## src/rtl/data_mem_arbiter.sv

```systemverilog
// data_mem_arbiter
// Two-requester front end for the single-port, write-first data_mem.
// Port 0 (core LSU) and port 1 (DMA/debug) share the memory port under
// round-robin priority; port 1 may take a bounded exclusive lock. Every
// transfer returns exactly one response, one cycle later, on its own port.
module data_mem_arbiter #(
  parameter int DATA_WIDTH = 64,
  parameter int ADDR_WIDTH = DATA_WIDTH,
  parameter int DATA_BYTES = DATA_WIDTH / 8,
  parameter int LOCK_MAX   = 16
) (
  input  logic                  clk,
  input  logic                  rst,
  // port 0: core load/store unit
  input  logic                  i_req0_valid,
  output logic                  o_req0_ready,
  input  logic [ADDR_WIDTH-1:0] i_req0_addr,
  input  logic [DATA_WIDTH-1:0] i_req0_wdata,
  input  logic [DATA_BYTES-1:0] i_req0_wen,
  output logic                  o_rsp0_valid,
  output logic [DATA_WIDTH-1:0] o_rsp0_rdata,
  // port 1: DMA / debug master
  input  logic                  i_req1_valid,
  output logic                  o_req1_ready,
  input  logic [ADDR_WIDTH-1:0] i_req1_addr,
  input  logic [DATA_WIDTH-1:0] i_req1_wdata,
  input  logic [DATA_BYTES-1:0] i_req1_wen,
  input  logic                  i_req1_lock,
  output logic                  o_rsp1_valid,
  output logic [DATA_WIDTH-1:0] o_rsp1_rdata,
  // memory port
  output logic [ADDR_WIDTH-1:0] o_mem_addr,
  output logic [DATA_WIDTH-1:0] o_mem_wdata,
  output logic [DATA_BYTES-1:0] o_mem_wen,
  input  logic [DATA_WIDTH-1:0] i_mem_rdata
);

  typedef enum logic [0:0] {
    ST_ARB   = 1'b0,
    ST_LOCK1 = 1'b1
  } state_t;

  // Last lock_cnt value before the lock is forcibly released.
  localparam logic [7:0] LOCK_LAST = 8'(LOCK_MAX - 1);

  state_t                state_reg;
  logic                  rr_reg;        // contended winner: 0 = port 0, 1 = port 1
  logic [7:0]            lock_cnt_reg;  // cycles spent in ST_LOCK1
  logic                  rsp_pend_reg;  // a transfer happened last cycle
  logic                  rsp_port_reg;  // ... and this port issued it

  logic                  gnt0;
  logic                  gnt1;
  logic                  contended;
  logic                  lock_exit;
  logic [1:0]            rsp_valid_vec;
  logic [DATA_WIDTH-1:0] rsp_rdata_arr [2];

  assign contended = i_req0_valid && i_req1_valid;
  assign lock_exit = !i_req1_lock || (lock_cnt_reg == LOCK_LAST);

  // Grant decision: zero-latency, suppressed entirely while in reset.
  always_comb begin
    gnt0 = 1'b0;
    gnt1 = 1'b0;
    if (!rst) begin
      if (state_reg == ST_LOCK1) begin
        gnt1 = i_req1_valid;
      end else if (contended) begin
        gnt0 = !rr_reg;
        gnt1 = rr_reg;
      end else begin
        gnt0 = i_req0_valid;
        gnt1 = i_req1_valid;
      end
    end
  end

  assign o_req0_ready = gnt0;
  assign o_req1_ready = gnt1;

  // Memory drive: granted port's request, otherwise an all-zero idle read.
  always_comb begin
    o_mem_addr  = '0;
    o_mem_wdata = '0;
    o_mem_wen   = '0;
    if (gnt0) begin
      o_mem_addr  = i_req0_addr;
      o_mem_wdata = i_req0_wdata;
      o_mem_wen   = i_req0_wen;
    end else if (gnt1) begin
      o_mem_addr  = i_req1_addr;
      o_mem_wdata = i_req1_wdata;
      o_mem_wen   = i_req1_wen;
    end
  end

  // Arbitration FSM, priority pointer, lock counter and response tag.
  always_ff @(posedge clk) begin
    if (rst) begin
      state_reg    <= ST_ARB;
      rr_reg       <= 1'b0;
      lock_cnt_reg <= '0;
      rsp_pend_reg <= 1'b0;
      rsp_port_reg <= 1'b0;
    end else begin
      rsp_pend_reg <= gnt0 || gnt1;
      rsp_port_reg <= gnt1;
      case (state_reg)
        ST_ARB: begin
          if (contended) begin
            rr_reg <= !rr_reg;
          end
          if (gnt1 && i_req1_lock) begin
            state_reg    <= ST_LOCK1;
            lock_cnt_reg <= '0;
          end
        end
        ST_LOCK1: begin
          lock_cnt_reg <= lock_cnt_reg + 8'd1;
          if (lock_exit) begin
            // Hand priority to the core that has been waiting on the lock.
            state_reg <= ST_ARB;
            rr_reg    <= 1'b0;
          end
        end
        default: state_reg <= ST_ARB;
      endcase
    end
  end

  // Response steering: the memory's read data goes to the tagged port only.
  // A response tagged just before reset is dropped while reset is high.
  genvar gi;
  generate
    for (gi = 0; gi < 2; gi++) begin : g_rsp
      assign rsp_valid_vec[gi] = rsp_pend_reg && !rst && (rsp_port_reg == 1'(gi));
      assign rsp_rdata_arr[gi] = rsp_valid_vec[gi] ? i_mem_rdata : '0;
    end
  endgenerate

  assign o_rsp0_valid = rsp_valid_vec[0];
  assign o_rsp1_valid = rsp_valid_vec[1];
  assign o_rsp0_rdata = rsp_rdata_arr[0];
  assign o_rsp1_rdata = rsp_rdata_arr[1];

endmodule

```

## config.mk

```make
export PLATFORM = sky130hd
export DESIGN_NAME = data_mem_arbiter
export DESIGN_NICKNAME = d
export VERILOG_FILES = /design/src/rtl/data_mem_arbiter.sv
export SDC_FILE = /design/constraint.sdc
export NUM_CORES = 1
export LEC_CHECK = 0
export CORE_AREA = 2 2 236 238
export CTS_CLUSTER_SIZE = 14
export DETAILED_ROUTE_END_ITERATION = 10
export DIE_AREA = 0 0 238 240
export PLACE_DENSITY = 0.33
export SETUP_SLACK_MARGIN = 0.05
export SLEW_MARGIN = 20
export SYNTH_ARGS = -nofsm -noshare
export SYNTH_HDL_FRONTEND = slang
export SYNTH_SLANG_ARGS = --single-unit
```

## constraint.sdc

```tcl
create_clock -name clk -period 2.7 [get_ports clk]
set_clock_uncertainty 0.05 [all_clocks]
set_input_delay 0.405 -clock clk [delete_from_list [all_inputs] [get_ports clk]]
set_output_delay 0.405 -clock clk [all_outputs]
set_load 0.01 [all_outputs]
```

==> impl_metrics.ini <==
[clock_tree]
cts.htree.levels = 1
clk_pin_slew_ns = 0.04
numCtsBuffers = 3
worstSkewPairLatency_ns = 0.24
cts_tree = yes
cts_sinks = 12
ctsRootBufferMaster = clkbuf_16
clockBufferDepth = 2
cts_hold_buf = 0

[placed_design]
port_buffers = 608
place_congestion = 0.853
dp_cells = 1689
dpl.hpwl_um = 31800

[routing]
vias = 5704
initialDrtViolationCount = 157
postRouteAntennaNets = 0
first_pass_iters = 4
vias_per_cell = 3.36
wire_per_inst_um = 21.3
routed_wl_um = 36100
drc_errors = 0

[synthesis]
synthArstFlopShare_pct = 0
synth_flop_cell = dfxtp_1
ys_seq_elements = 12
netlist_area_mm2 = 0.00293
synth_fa_ha_area_share_pct = 0.428
synthMuxAreaShare_pct = 0
syn-num-nets = 721
synth_cell_types = 39
yosysSeqAreaShare_pct = 8.21
syn_inst = 379
yosys.area_share.simple_pct = 32.6
synth-edff-count = 0
synth_xor_area_share_pct = 0.599
ys.warnings.count = 0
synth_top_family_by_area = compound AO/OA/AOI/OAI gates
synth-compound-area-share_pct = 46.3
avgSynthCellArea_um2 = 7.72

[sta]
final.min_clock_period_ns = 2.53
rsz0062_at_grt = false
final-max-slew-violation-count = 0
slew_headroom_pct = 78.4
tns_ns = 0
hold_violations = 0
setup_viol = 0
tightest_slew_ns = 0.316
fmax_mhz = 396
post-route-period-util_pct = 93.6

[global_routing]
grt.overflow.total = 0
grt_max_degree = 66
grt_use_total_pct = 11.5
first_global_vias = 5897
grt_pass1_wl_um = 46500
antenna_found_initial = 1

[status]
status = complete, no violations

[cells_and_area]
largest_reg_flops = 8
finalNonFillerCells = 1696
drive_gt1_share_pct = 9.48
nNetsFinal = 1336
area_growth_pct = 254
diodes = 0

[setup_path]
arrival_ns = 2.07
crit_type = input pin to primary output
r2r_slack_ns = 1.29
required_ns = 2.25
cp-end-kind = primary output
startpoint_type = input pin
crit_fanout = 21

[floorplanning]
core_area_mm2 = 0.0547
die_y_um = 240
rows = 86
die_area_mm2 = 0.0571
io_pins = 609
die_w_um = 238
initial_utilization_pct = 5.35

[power]
leakagePower_nw = 4.05
power_density_mw_per_mm2 = 206
vdd_drop_max_v = 0.000149

[run]
cap_viol_max_count = 0

[min_path]
hold_path.class = flip-flop to flip-flop
[final timing paths]
| path | from | endpoint | depth (start not counted) |
|---|---|---|---|
| min | lock_cnt_reg[7] | lock_cnt_reg[7] | 2 |
| max | i_req0_valid | o_mem_wdata[57] | 7 |
| max reg2reg | lock_cnt_reg[1] | lock_cnt_reg[6] | 4 |
| min reg2reg | lock_cnt_reg[7] | lock_cnt_reg[7] | 2 |
[power by group]
group | switching (mW) | total [mW] | internal (mW)
Sequential | 0.00501 | 0.189 | 0.184
Clock | 0.0798 | 0.273 | 0.193
Combinational | 0.647 | 1.67 | 1.02
[placed cells by master, fill, tap and decap left out, drive strengths merged, types with 4 or more instances in the layout]
master,Yosys,routed
o21ai,6,6
clkbuf,14,5
clkdlybuf4s50,0,528
dfxtp,12,12
inv,6,6
dlymetal6s2s,0,4
nand2,6,6
a22o,136,136
and2,129,129
dlygate4sd2,0,48
buf,33,75
[worst max-delay path, cell delays in order]
cell,delay [ns]
dlygate4sd2_1,0.29
nand2b_4,0.08
o21a_4,0.22
buf_12,0.16
buf_16,0.16
a22o_4,0.24
clkdlybuf4s50_1,0.48
[routing by layer]
metal	global-route usage, %	share of wire, %	up-vias
li1	-	-	2657
met1	12.9	39	2668
met2	21.5	51	368
met3	4.13	9.8	9
met4	1.00	0.51	2
met5	0	0.033	-
[through the flow]
step | hold slack (ns) | total power, mW | cell area (um2) | setup slack, ns | utilization (%)
finish | 0.448 | 2.13 | 10400 | 0.172 | 19.0
global route | 0.483 | 2.24 | 10400 | 0.0926 | 19.0
CTS | 0.448 | 2.18 | 10300 | 0.00874 | 18.9
detailed placement | 0.429 | 1.91 | 10200 | -0.318 | 18.7
global placement | 0.425 | 1.93 | 10200 | -0.299 | 18.7
floorplan | 0.399 | 0.644 | 2930 | 1.05 | -
[cells in the mapped netlist, types with 2 or more instances]
master	count	area, um2
or4_1	3	22.5
clkbuf_1	8	30.0
buf_4	3	22.5
inv_2	2	7.51
buf_2	15	75.1
o21ai_0	5	25.0
nand2_1	6	22.5
dfxtp_1	12	240
inv_1	4	15.0
a21oi_1	3	15.0
clkbuf_2	6	30.0
a311oi_1	3	26.3
nand3_1	3	15.0
and2_1	129	807
nand4_1	3	18.8
nor2_1	2	7.51
a22o_1	136	1190
buf_6	15	169
[area by class of cell]
cell class	count	area, um2
fill	6153	44300
tap	704	881
inverter	6	22.5
timing repair buffer	657	6760
multi-input combinational	314	2380
clock buffer	3	75.1
sequential	12	240
[logic make-up after synthesis]
family                     Yosys count
DFF                                 12
xor gates and xnor gates             2
buffers and inverters               53
AOI/OAI and AO/OA                  158
adders and majority gates            1
and+or+nand+nor                    153
[repair_timing]
item	in CTS	in global routing
setup buffers	2	2
endpoints found under the setup margin	246	39
gates resized for setup	61	12
endpoints found under the hold margin	0	0
(Power assumes the default switching activity.)
